[config.mk]
export PLATFORM = sky130hd
export DESIGN_NAME = pipeline_hazard_ctrl
export DESIGN_NICKNAME = d
export VERILOG_FILES = /design/src/rtl/pipeline_hazard_ctrl.sv
export SDC_FILE = /design/constraint.sdc
export NUM_CORES = 1
export LEC_CHECK = 0
export ABC_AREA = 1
export CAP_MARGIN = 0
export CORE_MARGIN = 3
export CORE_UTILIZATION = 34
export DETAILED_ROUTE_END_ITERATION = 10
export GPL_ROUTABILITY_DRIVEN = 0
export HOLD_SLACK_MARGIN = 0.12
export PLACE_DENSITY = 0.74
export SLEW_MARGIN = 20
export SYNTH_ARGS = -nofsm -noshare
export SYNTH_HDL_FRONTEND = slang
export SYNTH_SLANG_ARGS = --single-unit
[constraint.sdc]
create_clock -name clk -period 1.3 [get_ports clk]
set_clock_uncertainty 0.1 [all_clocks]
set_input_delay 0.13 -clock clk [delete_from_list [all_inputs] [get_ports clk]]
set_output_delay 0.13 -clock clk [all_outputs]
set_load 0.01 [all_outputs]
[src/rtl/pipeline_hazard_ctrl.sv]
// pipeline_hazard_ctrl
// Central stall/flush sequencer for the PC, IF_ID, ID_EX and EX_MEM buffers.
// Handles load-use bubbles, taken-jump flushes, the extra memory cycle for
// 32-bit PC push/pop, and interrupt acceptance (drain, then inject INT).
//
// State updates happen on negedge clk, the same edge as the pipeline buffers.
// Outputs are decoded combinationally from the current state and inputs.
//
// Optional feature macro: HAZ_PERF_CNT_EN (adds stall_cnt / flush_cnt).
//
// Ports:
//   clk, reset            clock (negedge active), synchronous active-high reset
//   ext_int, int_en       level interrupt request and its enable flag
//   idex_mem_read/rdst    load in ID_EX and its destination register
//   ifid_rsrc/rdst        IF_ID source/destination registers
//   ifid_use_rsrc/rdst    IF_ID instruction reads those registers
//   jmp_taken             EX resolved a taken jump/call/ret
//   exmem_pc_push_pop     EX_MEM holds a 32-bit PC push/pop
//   pc_stall .. exmem_stall, ifid_flush, idex_flush   buffer controls
//   int_inject            ID forces INT into ID_EX this cycle
//   stall_cnt, flush_cnt  saturating event counters (HAZ_PERF_CNT_EN only)
//   state_o               current FSM state (debug)
module pipeline_hazard_ctrl #(
    parameter int unsigned DRAIN_CYCLES = 3,
    parameter int unsigned CNT_W        = 2
) (
    input  logic       clk,
    input  logic       reset,
    input  logic       ext_int,
    input  logic       int_en,
    input  logic       idex_mem_read,
    input  logic [2:0] idex_rdst,
    input  logic [2:0] ifid_rsrc,
    input  logic [2:0] ifid_rdst,
    input  logic       ifid_use_rsrc,
    input  logic       ifid_use_rdst,
    input  logic       jmp_taken,
    input  logic       exmem_pc_push_pop,
    output logic       pc_stall,
    output logic       ifid_stall,
    output logic       ifid_flush,
    output logic       idex_stall,
    output logic       idex_flush,
    output logic       exmem_stall,
    output logic       int_inject,
`ifdef HAZ_PERF_CNT_EN
    output logic [15:0] stall_cnt,
    output logic [15:0] flush_cnt,
`endif
    output logic [2:0] state_o
);

    localparam int unsigned ST_W = 3;
    localparam logic [CNT_W-1:0] CNT_LAST = CNT_W'(DRAIN_CYCLES - 1);

    typedef enum logic [ST_W-1:0] {
        ST_RUN    = 3'd0,
        ST_LU     = 3'd1,
        ST_FLUSH  = 3'd2,
        ST_MEM2   = 3'd3,
        ST_DRAIN  = 3'd4,
        ST_INJECT = 3'd5
    } state_e;

    state_e           state_q, state_d;
    logic [CNT_W-1:0] cnt_q, cnt_d;
    logic             int_pend_q, int_pend_d;
    logic             load_use;
    logic             int_req;

    // Load in ID_EX feeds a register the IF_ID instruction reads.
    assign load_use = idex_mem_read &
                      ((ifid_use_rsrc & (ifid_rsrc == idex_rdst)) |
                       (ifid_use_rdst & (ifid_rdst == idex_rdst)));

    // Pending or newly arriving request; a request is latched even while stalled.
    assign int_req = int_pend_q | (ext_int & int_en);

    // State, drain counter and pending-interrupt registers.
    always_ff @(negedge clk) begin
        if (reset) begin
            state_q    <= ST_RUN;
            cnt_q      <= '0;
            int_pend_q <= 1'b0;
        end else begin
            state_q    <= state_d;
            cnt_q      <= cnt_d;
            int_pend_q <= int_pend_d;
        end
    end

    // Next-state and output decode.
    always_comb begin
        state_d     = state_q;
        cnt_d       = cnt_q;
        int_pend_d  = int_req;
        pc_stall    = 1'b0;
        ifid_stall  = 1'b0;
        ifid_flush  = 1'b0;
        idex_stall  = 1'b0;
        idex_flush  = 1'b0;
        exmem_stall = 1'b0;
        int_inject  = 1'b0;
        state_o     = state_q;

        case (state_q)
            ST_RUN: begin
                cnt_d = '0;
                // Push/pop belongs to an older instruction, so it beats the
                // jump; the stall holds jmp_taken for re-evaluation.
                if (exmem_pc_push_pop) begin
                    state_d = ST_MEM2;
                end else if (jmp_taken) begin
                    ifid_flush = 1'b1;
                    idex_flush = 1'b1;
                    state_d    = ST_FLUSH;
                end else if (load_use) begin
                    state_d = ST_LU;
                end else if (int_req) begin
                    state_d = ST_DRAIN;
                end
            end
            ST_LU: begin
                pc_stall   = 1'b1;
                ifid_stall = 1'b1;
                idex_flush = 1'b1;
                state_d    = ST_RUN;
            end
            ST_FLUSH: begin
                state_d = ST_RUN;
            end
            ST_MEM2: begin
                pc_stall    = 1'b1;
                ifid_stall  = 1'b1;
                idex_stall  = 1'b1;
                exmem_stall = 1'b1;
                // Resume a drain in progress with its counter intact.
                state_d     = int_req ? ST_DRAIN : ST_RUN;
            end
            ST_DRAIN: begin
                if (exmem_pc_push_pop) begin
                    pc_stall   = 1'b1;
                    ifid_stall = 1'b1;
                    idex_flush = 1'b1;
                    state_d    = ST_MEM2;
                end else if (jmp_taken) begin
                    // Redirect: PC must load the target, so no stall here.
                    ifid_flush = 1'b1;
                    idex_flush = 1'b1;
                    cnt_d      = '0;
                end else begin
                    pc_stall   = 1'b1;
                    ifid_stall = 1'b1;
                    idex_flush = 1'b1;
                    if (cnt_q == CNT_LAST) begin
                        cnt_d      = '0;
                        int_pend_d = 1'b0;
                        state_d    = ST_INJECT;
                    end else begin
                        cnt_d = cnt_q + CNT_W'(1);
                    end
                end
            end
            ST_INJECT: begin
                int_inject = 1'b1;
                pc_stall   = 1'b1;
                ifid_stall = 1'b1;
                state_d    = ST_RUN;
            end
            default: begin
                state_d = ST_RUN;
            end
        endcase

        // During reset both flushable buffers are held in reset.
        if (reset) begin
            pc_stall    = 1'b0;
            ifid_stall  = 1'b0;
            ifid_flush  = 1'b1;
            idex_stall  = 1'b0;
            idex_flush  = 1'b1;
            exmem_stall = 1'b0;
            int_inject  = 1'b0;
            state_o     = '0;
        end
    end

`ifdef HAZ_PERF_CNT_EN
    // Saturating stall / bubble event counters.
    always_ff @(negedge clk) begin
        if (reset) begin
            stall_cnt <= '0;
            flush_cnt <= '0;
        end else begin
            if (pc_stall && (stall_cnt != 16'hFFFF)) begin
                stall_cnt <= stall_cnt + 16'd1;
            end
            if (idex_flush && (flush_cnt != 16'hFFFF)) begin
                flush_cnt <= flush_cnt + 16'd1;
            end
        end
    end
`endif

endmodule

==> After elaboration in Yosys (flattened, before gate mapping) <==
Index checks and enable logic that the tools add are counted.
{ "totals": {"register_bits": 6, "inputBits": 18, "output_inout_bits": 10, "wordCells": 60} }
{ "classes": {"add_sub_neg": 1, "eq_ne": 11, "muxes": 32, "bitwise": 6, "reduce_logical": 7} }
{ "ops": {"columns": ["op", "count"], "rows": [
  ["$mux 3", 9],
  ["$mux 1", 16],
  ["$pmux 3 s3", 1],
  ["$eq 3x3->1", 2],
  ["$eq 3x3->1 const B", 2],
  ["$mux 2", 3],
  ["$ne 3x3->1 const B", 2],
  ["$ne 5x5->1 const B", 1],
  ["$and 1x1->1", 4],
  ["$pmux 1 s2", 2],
  ["$pmux 2 s2", 1],
  ["$reduce_or 2->1", 2],
  ["$eq 3x1->1 const B", 1],
  ["$eq 3x2->1 const B", 1],
  ["$logic_not 3->1", 1],
  ["$reduce_and 3->1", 1],
  ["$reduce_or 3->1", 1],
  ["$add 2x1->2 const B", 1],
  ["$eq 2x2->1 const B", 1],
  ["$ne 2x2->1 const B", 1],
  ["$or 1x1->1", 2],
  ["$reduce_and 2->1", 1],
  ["$reduce_bool 2->1", 1]
]} }

==> Logic depth before layout (Yosys ltp) <==
{ "depth": {"word_depth": 8, "mapped_depth": 12} }

==> flow_summary.html <==
<table>
<tr><th>Metric</th><th>Value</th></tr>
<tr><th colspan="2">Synthesis</th></tr>
<tr><td>Part of the Yosys area used for sequential elements</td><td>~22%</td></tr>
<tr><td>Net count of the mapped netlist</td><td>approximately 110</td></tr>
<tr><td>Yosys warning total</td><td>0</td></tr>
<tr><td>Synthesized area per cell</td><td>5.62 um2</td></tr>
<tr><td>Cells after Synth</td><td>95</td></tr>
<tr><td>Seq cells post-synth</td><td>6</td></tr>
<tr><td>Cell area after technology mapping</td><td>534 um2</td></tr>
<tr><td>Synth cell types</td><td>20</td></tr>
<tr><th colspan="2">Min path</th></tr>
<tr><td>Worst Hold Path Cells</td><td>2</td></tr>
<tr><td>Hold WC Path Type</td><td>reg2reg</td></tr>
<tr><td>Hold Path Origin</td><td>int_pend_q$_SDFF_NP0_</td></tr>
<tr><th colspan="2">Layout</th></tr>
<tr><td>Area Overhead vs Synth</td><td>119%</td></tr>
<tr><td>Ratio of cells with drive above 1 in the final layout</td><td>65.6%</td></tr>
<tr><td>Final net count</td><td>about 170</td></tr>
<tr><td>Leading cell type in the layout, fill and taps excluded</td><td>buf_4</td></tr>
<tr><td>Filler cell count in the final layout</td><td>83</td></tr>
<tr><td>Final non-filler cell area</td><td>1170 um2</td></tr>
<tr><td>Count of non-filler cells in the finished layout</td><td>169</td></tr>
<tr><td>Area of the multi-input gates</td><td>442 um2</td></tr>
<tr><td>Commonest cells after routing, fill and taps aside</td><td>18 x buf_4, 16 x nand2_1, 14 x buf_6</td></tr>
<tr><td>Antenna diode count</td><td>0</td></tr>
<tr><td>Register area</td><td>131 um2</td></tr>
<tr><th colspan="2">Placement</th></tr>
<tr><td>Post-detailed-placement half-perimeter wirelength</td><td>1340 um</td></tr>
<tr><td>Placed Instances</td><td>153</td></tr>
<tr><td>Placement-stage cell area</td><td>roughly 1000 um2</td></tr>
<tr><td>Count of buffers inserted at the top-level ports</td><td>27</td></tr>
<tr><th colspan="2">Power and ir drop</th></tr>
<tr><td>Switching power</td><td>376 uW</td></tr>
<tr><td>Share of total power in combinational logic</td><td>about 45%</td></tr>
<tr><td>VDD IR max</td><td>0.000724 V</td></tr>
<tr><td>Share of total power in the clock network</td><td>32.3%</td></tr>
<tr><td>Final Total Pwr</td><td>911 uW</td></tr>
<tr><td>Part of the total power dissipated in sequential elements</td><td>between 20% and 30%</td></tr>
<tr><td>Switching power share of the total</td><td>41.3%</td></tr>
<tr><td>Pint</td><td>535 uW</td></tr>
<tr><td>Static power due to leakage</td><td>0.000599 uW</td></tr>
<tr><td>Power density over cell area</td><td>just under 800 nW/um2</td></tr>
<tr><th colspan="2">Detailed routing</th></tr>
<tr><td>Overall via count from detail_route</td><td>845</td></tr>
<tr><td>Pre-Repair DR Iteration Count</td><td>4</td></tr>
<tr><td>Residual DRC</td><td>0</td></tr>
<tr><td>Initial detailed-routing violation count</td><td>21</td></tr>
<tr><td>Average wire per standard cell</td><td>around 15 um</td></tr>
<tr><td>Ratio of routed vias to standard cells</td><td>approximately 5</td></tr>
<tr><td>Routed wire length</td><td>2460 um</td></tr>
<tr><td>Antenna viol nets, final</td><td>0</td></tr>
<tr><th colspan="2">Clocking</th></tr>
<tr><td>CTS tree</td><td>done</td></tr>
<tr><td>Worst-Skew Late Latency</td><td>340 ps</td></tr>
<tr><td>Count of hold-fix buffers inserted at cts</td><td>0</td></tr>
<tr><td>Number of levels the H-tree was split into</td><td>1</td></tr>
<tr><td>Buffer levels on the longest clock path</td><td>2</td></tr>
<tr><td>Count of clock tree sinks</td><td>6</td></tr>
<tr><td>Cell chosen for the clock root</td><td>clkbuf_4</td></tr>
<tr><td>Clock transition at the register clock pins on the worst setup and hold paths after CTS</td><td>60 ps</td></tr>
<tr><td>Num CTS Buffers</td><td>3</td></tr>
<tr><th colspan="2">Setup path</th></tr>
<tr><td>Origin of the worst setup path</td><td>state_q[0]$_SDFFE_NP0P_</td></tr>
<tr><td>R2R cell count</td><td>9</td></tr>
<tr><td>Kind of critical path</td><td>reg2out</td></tr>
<tr><td>Worst Path Arrival</td><td>around 2000 ps</td></tr>
<tr><td>Maximum fanout encountered on the critical timing path</td><td>4</td></tr>
<tr><td>Critical Path RT</td><td>1070 ps</td></tr>
<tr><td>Startpoint kind of the worst setup timing path</td><td>flip-flop</td></tr>
<tr><td>Kind of end point of the critical path</td><td>output port</td></tr>
<tr><td>Startpoint of the worst-slack reg-to-reg timing path</td><td>state_q[0]$_SDFFE_NP0P_</td></tr>
<tr><th colspan="2">Timing</th></tr>
<tr><td>Final hold violations</td><td>0</td></tr>
<tr><td>Relative slew margins</td><td>84.0%</td></tr>
<tr><td>Unrepaired setup endpoints after global routing</td><td>yes</td></tr>
<tr><td>Hold Worst Slack</td><td>around 420 ps</td></tr>
<tr><td>Post-layout worst setup margin</td><td>-933 ps</td></tr>
<tr><td>Actual transition at the worst max-transition pin</td><td>between 200 and 250 ps</td></tr>
<tr><td>Number of max-slew violations in the final report</td><td>0</td></tr>
<tr><td>Final setup violation count</td><td>15</td></tr>
<tr><th colspan="2">GRT</th></tr>
<tr><td>Vias in the first global route</td><td>869</td></tr>
<tr><td>Final global-route overflow total</td><td>0</td></tr>
<tr><td>Pin count of the biggest net entering global routing</td><td>6</td></tr>
<tr><td>Initial antenna violation count</td><td>0</td></tr>
<tr><td>Wire length of the first global-routing pass</td><td>3730 um</td></tr>
<tr><td>Overall global routing resource usage</td><td>between 20% and 30%</td></tr>
<tr><th colspan="2">Die</th></tr>
<tr><td>Effective utilization at floorplan</td><td>38.6%</td></tr>
<tr><td>DIE HEIGHT</td><td>between 40 and 50 um</td></tr>
<tr><td>Num ports</td><td>28</td></tr>
<tr><td>Count of standard-cell rows</td><td>13</td></tr>
<tr><td>Core region area</td><td>1380 um2</td></tr>
<tr><td>Width of the chip</td><td>45.6 um</td></tr>
<tr><td>Area enclosed by the die boundary</td><td>2080 um2</td></tr>
<tr><th colspan="2">Status</th></tr>
<tr><td>Violated checks</td><td>setup timing</td></tr>
<tr><td>Status</td><td>finished, violations left</td></tr>
<tr><th colspan="2">Job</th></tr>
<tr><td>Max cap viols</td><td>0</td></tr>
</table>
synth_stat cells (all sizes together):
master  number  area share, %
nor4         1            1.2
a211oi       1            1.4
nand3        4            4.7
nor2        19             16
a32oi        1            1.6
inv         19             13
o21ai        4            4.4
dfxtp        6             22
buf          3            3.7
nand2       26             20
nor3         2            2.8
a21oi        9            8.4
repair_timing:
item | 4_1_cts | 5_1_grt
hold endpoints to repair | 0 | 0
setup endpoints to repair | 16 | 15
cloned | 1 | 0
buffers inserted | 6 | 3
gates resized for setup | 120 | 19
pin swaps | 34 | 16
per-layer routing:
metal	wire, um	global-route usage, %
met3	125	4.74
met1	913	27.7
met2	1340	43.7
met5	0	0
met4	79	16.4
area by class of cell:
| type | count | share of cell area (%) |
|---|---|---|
| clock buffer | 3 | 1.92 |
| clock inverter | 6 | 1.92 |
| inverter | 18 | 6.41 |
| multi-input combinational | 67 | 37.7 |
| sequential | 6 | 11.2 |
| tap | 15 | 1.60 |
| timing repair buffer | 54 | 39.2 |
state kept, by name (all words and copies together), names as in the netlist:
signal and flops:
state_q 3, cnt_q 2, int_pend_q 1
critical path: stages, from the launching register on:
cell	delay, ps
dfxtp_4	360
nor2_4	130
inv_2	60
o21ai_4	130
a21oi_2	60
o21ai_2	120
buf_2	150
through the flow:
step	setup TNS (ps)	utilization (%)	setup slack [ps]
2_1_floorplan	-3790	-	-530
3_3_place_gp	-12410	72.8	-901
3_5_place_dp	-12690	72.8	-953
4_1_cts	-8410	81.0	-843
5_1_grt	-9720	84.7	-970
6_report	-9010	84.7	-933
worst paths after layout:
kind / slack [ps] / endpoint
min: 420 / int_pend_q$_SDFF_NP0_
max reg2reg: -290 / cnt_q[1]$_SDFFE_NP0P_
max: -930 / idex_flush
min reg2reg: 420 / int_pend_q$_SDFF_NP0_
logic make-up after synthesis:
kind of cell / count (synthesis) / synth area share (%)
AND/OR/NAND/NOR: 52 / 44.5
flip-flops: 6 / 22.5
buffers and inverters: 22 / 17.1
AO/OA/AOI/OAI: 15 / 15.9
power groups by stage:
stage / Clock (uW) / Combinational, uW / Sequential (uW)
after floorplan: 33.2 / 152 / 216
after global placement: 33.2 / 323 / 211
after detailed placement: 33.2 / 331 / 212
after CTS: 291 / 364 / 211
after global routing: 312 / 436 / 213
final: 294 / 406 / 212
(Power assumes the default switching activity.)
==> patch 1, RTL diff (same settings) <==
`CNT_W`: 2 -> 4.
--- a/src/rtl/pipeline_hazard_ctrl.sv
+++ b/src/rtl/pipeline_hazard_ctrl.sv
@@ -22,7 +22,7 @@
 //   state_o               current FSM state (debug)
 module pipeline_hazard_ctrl #(
     parameter int unsigned DRAIN_CYCLES = 3,
-    parameter int unsigned CNT_W        = 2
+    parameter int unsigned CNT_W        = 4
 ) (
     input  logic       clk,
     input  logic       reset,
Formal check against the unedited RTL: same outputs for any inputs over 10 cycles, from zero or initial values and one cycle with reset high; that may be too few to reach the edited logic, so the function may still have changed.
==> patch 1 against the original RTL <==
The flow still finishes with violations (negative setup slack); power grew 6.2%; worst setup slack gained 0.15 ns; routed wire length shrank 0.77%; design area grew 12%; core utilization shrank 11 points; synthesized cell count grew 18%; hold slack lost 0.041 ns; synthesized area grew 25%; sequential cell count grew 2; via count grew 8.3%; first-iteration DRC count shrank 33%; critical path type unchanged; critical endpoint unchanged.
==> patch 1: results <==
metrics = {
    "status": {
        "status": "complete, but fails checks",
        "violations": "negative setup slack",
    },
    "route": {
        "num_vias": 915,
        "drt_iter0_markers": 14,
        "wl_per_cell_um": 12.6,
        "drt_first_pass_iters": 4,
    },
    "timing": {
        "setup_viol_count_final": 17,
        "tightest_slew_ns": 0.272,
        "fin_ws_ns": -0.782,
    },
    "worst_setup_path": {
        "crit_arrival_ns": 1.85,
        "cpPeakStageDelay_ns": 0.37,
    },
    "global_route": {
        "grt_pass1_vias": 940,
        "grt_pass1_wl_um": 3840,
        "antenna_found_initial": 0,
        "grt_max_degree": 7,
        "grt_usage_pct": 19.6,
    },
    "logic_synthesis": {
        "synth_flop_cell": "dfxtp_1",
        "yosysSeqAreaShare_pct": 23.9,
        "yosys-top-cells-count": "nand2_1 (32), inv_1 (16), nor2_1 (16)",
        "syn_nets": 132,
        "synth.distinct_cells": 23,
        "synth.top_cells.by_area": "dfxtp_1 (24%), nand2_1 (18%), inv_1 (9.0%)",
        "avgSynthCellArea_um2": 5.98,
    },
    "clocking": {
        "cts_made_buffers": 3,
        "clock_path_buffers": 2,
    },
    "place": {
        "dp_hpwl_um": 1570,
        "dp_slack_ns": -0.853,
        "dp.cells": 178,
    },
    "layout": {
        "drive_above_1_share_pct": 53.8,
        "fillers": 144,
        "reg.largest.list": "cnt_q (4), state_q (3), int_pend_q (1)",
        "layoutNonFillerInstCount": 194,
    },
    "floorplan": {
        "die_x_um": 50.4,
    },
    "pwr": {
        "ir_drop_mv": 0.648,
        "leakage_uw": 0.000643,
    },
}
patch 1: cell count changes after synthesis, moves of 2 or more:
cell,delta
nor2_2,-2
nand3_1,+4
nand2_1,+10
dfxtp_1,+2
nor3_1,+3
nand2_2,-4
ha_1,+2
patch 1: layer usage:
layer | vias up | wire (um) | track usage, %
li1 | 466 | - | -
met1 | 415 | 943 | 20.6
met2 | 29 | 1360 | 35.9
met3 | 5 | 105 | 6.82
met4 | 0 | 25 | 6.28
met5 | - | 0 | 0
patch 1: worst paths after layout:
check | endpoint | startpoint | slack [ns] | cells after the start
max | idex_flush | state_q[1] | -0.78 | 6
min | cnt_q[3] | cnt_q[3] | 0.38 | 2
max reg2reg | cnt_q[3] | state_q[1] | -0.16 | 8
min reg2reg | cnt_q[3] | cnt_q[3] | 0.38 | 2
patch 1: metrics by stage:
stage / instance area, um^2 / TNS (ns)
finish: 1310 / -8.02
global route: 1310 / -9.18
CTS: 1240 / -7.67
detailed placement: 1150 / -14.19
global placement: 1150 / -13.81
floorplan: 743 / -4.10
patch 1: power by group:
| part | total, uW | internal (uW) | switching, uW |
|---|---|---|---|
| combinational | 397 | 192 | 204 |
| clock | 298 | 139 | 159 |
| sequential | 273 | 260 | 13.0 |
patch 1: kinds of logic after synthesis:
group / count (synthesis) / synth area share, %
AO/OA/AOI/OAI: 14 / 12.0
XOR/XNOR: 1 / 1.31
adder cells (fa/ha/maj): 2 / 3.74
buffers and inverters: 23 / 14.8
flip-flops: 8 / 23.9
AND/OR/NAND/NOR: 64 / 44.3
patch 1: area by class of cell:
type | instances | area, um^2 | area share [%]
Timing Repair Buffer | 51 | 419 | 32.0
Clock buffer | 3 | 22.5 | 1.72
Multi-Input combinational cell | 81 | 548 | 41.9
Tap cell | 25 | 31.3 | 2.39
Sequential cell | 8 | 169 | 12.9
Inverter | 18 | 88.8 | 6.79
Clock inverter | 8 | 30.0 | 2.29
patch 1: worst max-delay path, delay by kind of cell, from the launching register on:
family | cells | cell delay (ns)
AOI/OAI and AO/OA | 1 | 0.09
buffers and inverters | 3 | 0.26
DFF | 1 | 0.37
and+or+nand+nor | 2 | 0.14
patch 1: what timing repair did:
action | CTS | global route
gates cloned | 0 | 0
pin swaps | 29 | 17
gates resized for setup | 121 | 14
endpoints found under the setup margin | 18 | 18
setup buffers | 5 | 4
==> patch 2, RTL diff (config.mk and constraints unchanged) <==
Made on the original files. Build with the macro `HAZ_PERF_CNT_EN` defined.
--- a/src/rtl/pipeline_hazard_ctrl.sv
+++ b/src/rtl/pipeline_hazard_ctrl.sv
@@ -20,6 +20,8 @@
 //   int_inject            ID forces INT into ID_EX this cycle
 //   stall_cnt, flush_cnt  saturating event counters (HAZ_PERF_CNT_EN only)
 //   state_o               current FSM state (debug)
+`define HAZ_PERF_CNT_EN
+
 module pipeline_hazard_ctrl #(
     parameter int unsigned DRAIN_CYCLES = 3,
     parameter int unsigned CNT_W        = 2
Behaviour (old outputs only; new: flush_cnt and stall_cnt): unchanged (Yosys induction, for registers that start in step).
==> patch 2 against the original RTL <==
The flow still finishes with violations (negative setup slack); routed wire length rose to 4.0 times the old value; worst setup slack got worse by 0.12 ns; design area rose to 4.1 times the old value; synthesized area rose to 4.5 times the old value; highest routed layer unchanged; critical endpoint unchanged; largest power group is now clock; sequential cell count rose by 32; power rose to 3.9 times the old value; hold slack got worse by 0.016 ns; via count rose to 4.0 times the old value; combinational power rose by 140%; count of clock-buffer cells in the layout rose by 2; critical path type unchanged; synthesized cell count rose to 4.0 times the old value.
==> patch 2: results <==
metrics = {
    "logic_synthesis": {
        "synthMuxAreaShare_pct": 0,
        "synthXorXnorAreaFrac_pct": 4.35,
        "yosysMostFrequentCell": "nand2_1",
        "synthArstFlopShare_pct": 0,
        "yosysWarningCount": 0,
        "avgSynthCellArea_um2": 6.39,
        "synth_adder_area_share_pct": 1.04,
        "synth.top_cells.by_area": "dfxtp_1 (32%), nand2_1 (18%), nor2_1 (7.2%)",
        "yosysSeqAreaShare_pct": 31.5,
        "synth_flop_cell": "dfxtp_1",
        "yosys-top-cells-count": "nand2_1 (117), nor2_1 (46), inv_1 (39)",
        "synth.distinct_cells": 30,
        "synth_compound_area_share_pct": 10.9,
        "syn_nets": 398,
    },
    "hold_path": {
        "hold_path.class": "flip-flop to flip-flop",
        "hold_path_depth": 2,
    },
    "place": {
        "dp_hpwl_um": 5410,
        "place_area_um2": 3880,
        "io_buffers": 59,
    },
    "timing": {
        "relSlewSlack_pct": 72.4,
        "fin_ws_ns": -1.06,
        "setup_viol_count_final": 79,
    },
    "pwr": {
        "switching_share_pct": 37.7,
        "ir_drop_mv": 0.631,
        "leakage_uw": 0.00226,
    },
    "global_route": {
        "antenna_found_initial": 0,
        "grt_usage_pct": 22.7,
        "grt_max_degree": 32,
        "grt_pass1_wl_um": 15300,
        "grt_pass1_vias": 3613,
    },
    "layout": {
        "finalNetCount": 608,
        "antenna_cells": 0,
        "fillers": 499,
        "drive_above_1_share_pct": 54.9,
        "reg.largest.list": "flush_cnt (16), stall_cnt (16), state_q (3)",
    },
    "clocking": {
        "clkLatencyLatePin_ns": 0.39,
        "root_buffer": "clkbuf_8",
        "clock_path_buffers": 2,
        "ctsHtreeMaxLevel": 2,
        "cts_made_buffers": 5,
        "path_clk_slew_ns": 0.06,
    },
    "route": {
        "vias_per_cell": 4.96,
        "drt_iter0_markers": 142,
        "drt_first_pass_iters": 7,
        "wirelength_um": 9830,
        "num_vias": 3390,
    },
    "status": {
        "violations": "negative setup slack",
        "status": "complete, but fails checks",
    },
    "worst_setup_path": {
        "reg2regPathDepth": 13,
        "crit_path_max_fanout": 4,
    },
}
[patch 2: area by class of cell]
class | count | area, um^2 | area share [%]
inverter | 42 | 216 | 4.52
timing repair inverter | 2 | 17.5 | 0.366
sequential | 38 | 812 | 16.9
clock buffer | 5 | 68.8 | 1.44
tap | 96 | 120 | 2.51
timing repair buffer | 173 | 1570 | 32.8
multi-input combinational | 288 | 1830 | 38.2
clock inverter | 40 | 154 | 3.21
[patch 2: stage by stage]
stage          setup TNS [ns]  worst slack (ns)
2_1_floorplan          -16.81            -0.506
3_3_place_gp           -61.92             -1.08
3_5_place_dp           -63.03             -1.13
4_1_cts                -43.79            -0.996
5_1_grt                -48.12             -1.08
6_report               -45.38             -1.06
[patch 2: worst max-delay path, cell delays in order, from the launching register on]
cell	delay (ns)
dfxtp_4	0.37
nor2_4	0.14
buf_4	0.17
nand2_4	0.05
nand4_1	0.13
buf_4	0.14
buf_6	0.09
[patch 2: what timing repair did]
action / 4_1_cts / 5_1_grt
gates cloned: 4 / 1
endpoints found under the setup margin: 80 / 80
pin swaps: 36 / 23
resized for setup: 341 / 74
hold buffers: 0 / 0
buffers inserted: 39 / 7
[patch 2: final timing paths]
kind                                 start            to  slack [ns]
worst max-delay path            state_q[1]    idex_flush       -1.06
worst min-delay path            int_pend_q    int_pend_q        0.41
worst max register to register  state_q[1]  stall_cnt[8]       -0.80
worst min register to register  int_pend_q    int_pend_q        0.41
[patch 2: routing by layer]
layer,global-route usage [%],vias up,part of all wire (%)
met4,12.8,0,3.4
met1,23.3,1592,39
met3,6.33,33,5.4
met2,41.1,139,52
li1,-,1626,-
met5,0,-,0
[patch 2: power by group through the flow]
| stage | logic (uW) | registers, uW | clock network (uW) |
|---|---|---|---|
| after floorplan | 281 | 1250 | 183 |
| after global placement | 607 | 1240 | 183 |
| after detailed placement | 625 | 1240 | 183 |
| after CTS | 855 | 1230 | 1330 |
| after global routing | 1010 | 1240 | 1460 |
| final | 960 | 1240 | 1320 |
[patch 2: cells by family after synthesis]
group	count (synthesis)
flip-flops	38
AO/OA/AOI/OAI	45
buffers and inverters	53
AND/OR/NAND/NOR	228
XOR/XNOR	12
adder cells (fa/ha/maj)	2
